## src/rtl/bcd_timer_pkg.sv

```systemverilog
// Shared types and constants for the MM:SS BCD countdown timer.
package bcd_timer_pkg;

  typedef enum logic [1:0] {
    ENTRY = 2'd0,
    COUNT = 2'd1,
    DONE  = 2'd2
  } state_t;

  localparam logic [3:0] BCD_MAX       = 4'd9;
  localparam logic [3:0] SEC_WRAP_TENS = 4'd5;
  localparam logic [3:0] SEC_WRAP_ONES = 4'd9;

  // Value a digit takes when it borrows: the seconds pair reloads from sec_wrap,
  // minute digits wrap to 9.
  function automatic logic [3:0] wrap_digit(input int idx, input int sec_wrap);
    case (idx)
      0:       return 4'(sec_wrap % 10);
      1:       return 4'(sec_wrap / 10);
      default: return BCD_MAX;
    endcase
  endfunction

endpackage

```

## src/rtl/bcd_digit_dec.sv

```systemverilog
// One BCD digit of the decrement chain: subtracts the incoming borrow, wrapping on 0.
module bcd_digit_dec
  import bcd_timer_pkg::*;
(
  input  logic [3:0] i_digit,
  input  logic       i_borrow,
  input  logic [3:0] i_wrap,
  output logic [3:0] o_digit,
  output logic       o_borrow
);

  always_comb begin
    o_digit  = i_digit;
    o_borrow = 1'b0;
    if (i_borrow) begin
      if (i_digit == 4'd0) begin
        o_digit  = i_wrap;
        o_borrow = 1'b1;
      end else begin
        o_digit = i_digit - 4'd1;
      end
    end
  end

endmodule

```

## src/rtl/bcd_countdown_timer.sv

```systemverilog
// Keypad-loaded MM:SS BCD countdown timer with ENTRY/COUNT/DONE FSM.
// Define BCD_TIMER_SYNC_EN to pass pgt_1Hz, load and D through a two-flop synchronizer.
module bcd_countdown_timer
  import bcd_timer_pkg::*;
#(
  parameter int DIGITS   = 4,
  parameter int SEC_WRAP = int'(SEC_WRAP_TENS) * 10 + int'(SEC_WRAP_ONES)
) (
  input  logic       clk,
  input  logic       clear_n,
  input  logic       en,
  input  logic [3:0] D,
  input  logic       load,
  input  logic       pgt_1Hz,
  output logic [3:0] min_tens,
  output logic [3:0] min_ones,
  output logic [3:0] sec_tens,
  output logic [3:0] sec_ones,
  output logic       zero,
  output logic       done,
  output logic [1:0] state
);

  logic                   w_pgt;
  logic                   w_load;
  logic [3:0]             w_d;
  logic                   r_pgt_prev;
  logic                   r_done;
  state_t                 r_state;
  logic [DIGITS-1:0][3:0] r_dig;
  logic [DIGITS-1:0][3:0] w_dec;
  logic [DIGITS:0]        w_borrow;
  logic                   w_tick;
  logic                   w_key;
  logic                   w_zero;

`ifdef BCD_TIMER_SYNC_EN
  logic [1:0]      r_pgt_sync;
  logic [1:0]      r_load_sync;
  logic [1:0][3:0] r_d_sync;

  always_ff @(posedge clk) begin
    if (!clear_n) begin
      r_pgt_sync  <= '0;
      r_load_sync <= '0;
      r_d_sync    <= '0;
    end else begin
      r_pgt_sync  <= {r_pgt_sync[0], pgt_1Hz};
      r_load_sync <= {r_load_sync[0], load};
      r_d_sync    <= {r_d_sync[0], D};
    end
  end

  assign w_pgt  = r_pgt_sync[1];
  assign w_load = r_load_sync[1];
  assign w_d    = r_d_sync[1];
`else
  assign w_pgt  = pgt_1Hz;
  assign w_load = load;
  assign w_d    = D;
`endif

  assign w_tick = w_pgt & ~r_pgt_prev;
  assign w_key  = w_tick & w_load & ~en & (w_d <= BCD_MAX);
  assign w_zero = (r_dig == '0);

  // Ripple-borrow chain, sec_ones first; a borrow out of the top digit means 00:00.
  assign w_borrow[0] = 1'b1;
  for (genvar g = 0; g < DIGITS; g++) begin : g_dec
    bcd_digit_dec u_dec (
      .i_digit (r_dig[g]),
      .i_borrow(w_borrow[g]),
      .i_wrap  (wrap_digit(g, SEC_WRAP)),
      .o_digit (w_dec[g]),
      .o_borrow(w_borrow[g+1])
    );
  end

  always_ff @(posedge clk) begin
    if (!clear_n) begin
      r_pgt_prev <= 1'b0;
      r_done     <= 1'b0;
      r_state    <= ENTRY;
      r_dig      <= '0;
    end else begin
      r_pgt_prev <= w_pgt;
      r_done     <= 1'b0;
      case (r_state)
        ENTRY: begin
          if (en) begin
            if (!w_zero) r_state <= COUNT;
          end else if (w_key) begin
            r_dig <= {r_dig[DIGITS-2:0], w_d};
          end
        end
        COUNT: begin
          if (w_tick && !w_borrow[DIGITS]) begin
            r_dig <= w_dec;
            if (w_dec == '0) begin
              r_state <= DONE;
              r_done  <= 1'b1;
            end else if (!en) begin
              r_state <= ENTRY;
            end
          end else if (!en) begin
            r_state <= ENTRY;
          end
        end
        DONE: begin
          if (w_key) begin
            r_dig   <= {{(DIGITS-1){4'd0}}, w_d};
            r_state <= ENTRY;
          end
        end
        default: r_state <= ENTRY;
      endcase
    end
  end

  assign min_tens = r_dig[3];
  assign min_ones = r_dig[2];
  assign sec_tens = r_dig[1];
  assign sec_ones = r_dig[0];
  assign zero     = w_zero;
  assign done     = r_done;
  assign state    = r_state;

endmodule

```

## config.mk

```make
export PLATFORM = sky130hd
export DESIGN_NAME = bcd_countdown_timer
export DESIGN_NICKNAME = d
export VERILOG_FILES = /design/src/rtl/bcd_timer_pkg.sv /design/src/rtl/bcd_digit_dec.sv /design/src/rtl/bcd_countdown_timer.sv
export SDC_FILE = /design/constraint.sdc
export NUM_CORES = 1
export LEC_CHECK = 0
export CAP_MARGIN = 20
export CORE_UTILIZATION = 55
export CTS_BUF_LIST = sky130_fd_sc_hd__clkbuf_16
export DETAILED_ROUTE_END_ITERATION = 8
export GPL_TIMING_DRIVEN = 0
export PLACE_DENSITY_LB_ADDON = 0.3
export SYNTH_ARGS = -nofsm -noshare
export SYNTH_HDL_FRONTEND = slang
export SYNTH_SLANG_ARGS = --single-unit
```

## constraint.sdc

```tcl
create_clock -name clk -period 3 [get_ports clk]
set_input_delay 0.75 -clock clk [delete_from_list [all_inputs] [get_ports clk]]
set_output_delay 0.75 -clock clk [all_outputs]
set_load 0.05 [all_outputs]
```

==> flow_metrics.env, run 1 <==
export IMPL_status="complete, no violations"
export IMPL_swShare=0.548
export IMPL_nets=227
export IMPL_grt_max_degree=12
export IMPL_cts_htree_levels=1
export IMPL_rsz0062_at_grt="no"
export IMPL_final_max_slew_viol_count=0
export IMPL_regToRegSetupSlack_ns=0.58
export IMPL_cts_setup_buffers=0
export IMPL_cts_hold_buf=0
export IMPL_startpoint="sec_ones[3]$_SDFFE_PN0P_"
export IMPL_synthCells=181
export IMPL_synth_area_leaders="dfxtp_1 29%, a211oi_1 5.9%, nand2_1 4.8%, a21oi_1 4.6%, ha_1 3.6%"
export IMPL_worstReg2RegEnd="sec_tens[2]$_SDFFE_PN0P_"
export IMPL_endpoint_kind="output port"
export IMPL_setup_violations=0
export IMPL_ir_worst_vdd_uv=1070
export IMPL_finClkSkew_ns=0.00136
export IMPL_avgSynthCellArea_um2=7.75
export IMPL_ys_warn_count=0
export IMPL_arrival_ns=2.05
export IMPL_vias=1661
export IMPL_finalCritPeriodShare=0.935
export IMPL_drcViolationCount=0
export IMPL_hpwlAfterDp_um=2920
export IMPL_worstHoldStart="state[0]$_SDFFE_PN0P_"
export IMPL_tritoncts="done"
export IMPL_crit_type="flop to output port"
export IMPL_place_inst=237
export IMPL_clkPwrFrac=0.113
export IMPL_synth_top_area_frac=0.285
export IMPL_cts_max_path_buffers=2
export IMPL_relSlewSlack=0.648
export IMPL_clkLatencyLatePin_ns=0.25
export IMPL_reg2reg_depth=9
export IMPL_n_antenna_cell=0
export IMPL_drive_gt1_frac=0.0892
export IMPL_syn_area_um2=1400
export IMPL_gp_congestion=0.972
export IMPL_cts_buffers=3
export IMPL_track_usage=0.331
export IMPL_power_leakage_uw=0.000645
export IMPL_cts_sinks=20
export IMPL_initial_utilization=0.611
export IMPL_syn2layout_area_growth_pct=28.4
export IMPL_io_pin_count=29
export IMPL_clock_fmax_ghz=0.357
export IMPL_antenna_left=0
export IMPL_powerDensity_nw_per_um2=1380
export IMPL_intPower_uw=1120
export IMPL_wl_per_cell_um=17.7
export IMPL_max_cap_viol_count=0
export IMPL_switching_power_uw=1360
export IMPL_startpoint_type="flop"
export IMPL_instances_no_fill=241
export IMPL_drt_initial_drc_count=141
export IMPL_grt_overflow_total=0
export IMPL_coreArea_um2=2300
export IMPL_synth_seq_cells=20
export IMPL_grt_pass1_vias=1570
export IMPL_die_x_um=52.5
export IMPL_synth_top_area_cell="dfxtp_1"
export IMPL_holdWs_ns=0.525
export IMPL_hold_violations=0
export IMPL_drt_wl_total_um=4280
export IMPL_synth_net_count=194
export IMPL_cts_root_buf="clkbuf_16"
export IMPL_grt_pass1_wl_um=6780
export IMPL_min_to="state[0]$_SDFFE_PN0P_"
export IMPL_rr_startpoint="state[1]$_SDFFE_PN0P_"
export IMPL_worst_slew_pin_slew_ns=0.529
export IMPL_synth_cell_types=49
export IMPL_yosysSeqAreaShare=0.285
export IMPL_combPwrFrac=0.694
export IMPL_vias_per_cell=6.89
export IMPL_worstHoldPathType="flop to flop"
export IMPL_path_clk_slew_ns=0.06
export IMPL_dr_pass1_iters=5
export IMPL_die_area_um2=2760
export IMPL_die_h_um=52.5
export IMPL_tns_ns=0
export IMPL_antenna_found_initial=0
export IMPL_worstPathRequired_ns=2.25
export IMPL_critPathMaxFanout=9
export IMPL_rows=17
export IMPL_sequentialPowerShare=0.193
export IMPL_period_needed_ns=2.80
export IMPL_io_buffers=28
export IMPL_hold_path_cell_count=2
==> timing repair <==
action                                  4_1_cts  5_1_grt
hold endpoints to repair                      0        0
gates resized for setup                       2        2
endpoints found under the setup margin        1        1
==> layout make-up <==
type	count	area (um2)
clock inverters	1	3.75
well taps	28	35.0
flip-flops and latches	20	400
plain buffers	12	57.6
fillers	160	497
clock buffers	3	75.1
repair buffers	28	275
multi-input cells	137	908
inverters	12	45.0
==> worst max-delay path by stage <==
stage	to	slack (ns)
final	zero	0.20
after global routing	zero	0.15
after CTS	zero	0.01
after detailed placement	zero	-0.04
after global placement	zero	-0.01
after floorplan	zero	0.46
==> metrics by stage <==
step / total power, uW / worst slack (ns) / util / area [um2]
4_1_cts: 2440 / 0.0116 / 0.785 / 1800
5_1_grt: 2620 / 0.149 / 0.784 / 1800
3_5_place_dp: 2130 / -0.0383 / 0.748 / 1720
3_3_place_gp: 2100 / -0.0104 / 0.748 / 1720
2_1_floorplan: 1700 / 0.456 / - / 1400
6_report: 2490 / 0.195 / 0.784 / 1800
==> worst max-delay path, cell delays in order, from the launching register on <==
cell and delay, ns:
dfxtp_1 0.41, nor3_2 0.40, and4_4 0.29, buf_6 0.12, and3_1 0.27, clkbuf_2 0.32
==> per-layer routing <==
metal / track usage / wire length (um) / share of wire
met5: 0 / 0 / 0
met2: 0.519 / 1890 / 0.44
met1: 0.418 / 1800 / 0.42
met4: 0.167 / 112 / 0.026
met3: 0.0783 / 472 / 0.11
==> registers in the layout, indices dropped and copies added, names as in the netlist <==
name	flops
done	1
min_ones	4
state	2
min_tens	4
sec_tens	4
r_pgt_prev	1
sec_ones	4
==> cells by family after synthesis <==
family / Yosys count / synth area share
mux: 1 / 0.00714
flops: 20 / 0.285
xor+xnor: 2 / 0.0125
compound gates: 67 / 0.341
buf+inv: 24 / 0.0731
simple gates: 63 / 0.245
fa+ha+maj: 4 / 0.0357
==> placed cells by master (no fill, tap or decap), types with 2 or more instances in the layout <==
cell type        instances
a32o_1                   2
a22o_1                   2
o21ai_0                  9
nor4b_1                  2
nor2_2                   2
nand2b_1                 2
nand2_1                 18
o22ai_1                  3
a41oi_1                  2
inv_1                   12
nand3_1                  4
a31oi_1                  6
nor2_1                   8
ha_1                     4
a31o_2                   2
a21oi_1                 13
nor4_1                   5
clkdlybuf4s50_1         27
nand4_1                  2
and2_1                   2
a21boi_0                 2
o21a_1                   2
clkbuf_16                3
dfxtp_1                 20
clkbuf_1                 6
o311ai_0                 3
buf_2                    4
a211oi_1                11
o32ai_1                  2
nor3_1                   8
and3_1                   3
==> Yosys cell counts, drive strengths merged <==
library cell,instances
nand4,2
and4bb,1
o32ai,2
a211oi,11
o211a,1
xor2,1
xnor2,1
nor4b,3
o311a,1
o211ai,1
ha,4
and3,3
buf,6
nand2,18
nand2b,2
a31o,3
a41oi,2
and4,1
or2,1
and2,3
a21oi,13
a32o,2
a2bb2oi,1
o2111ai,1
a22o,2
nor2,10
o311ai,3
clkbuf,6
o21a,2
o21ai,9
a21boi,2
a41o,1
dfxtp,20
a31oi,6
nand3b,1
nor3,9
mux2i,1
o22ai,3
inv,12
a22oi,1
nor4,5
nand3,4
==> power groups by stage <==
stage	Combinational [uW]	Sequential (uW)	Clock, uW
floorplan	963	733	0
global placement	1630	470	0
CTS	1680	475	283
global route	1840	493	293
finish	1730	481	281
detailed placement	1650	477	0
Note: power is estimated with default switching activity, not from simulation.
==> run 2, diff against run 1 <==
--- a/config.mk
+++ b/config.mk
@@ -11,6 +11,8 @@
 export DETAILED_ROUTE_END_ITERATION = 8
 export GPL_TIMING_DRIVEN = 0
 export PLACE_DENSITY_LB_ADDON = 0.3
+export SKIP_LAST_GASP = 1
+export SLEW_MARGIN = 20
 export SYNTH_ARGS = -nofsm -noshare
 export SYNTH_HDL_FRONTEND = slang
 export SYNTH_SLANG_ARGS = --single-unit
==> results of run 2 <==
No change in the layout: final DEF, timing and power equal those of run 1.
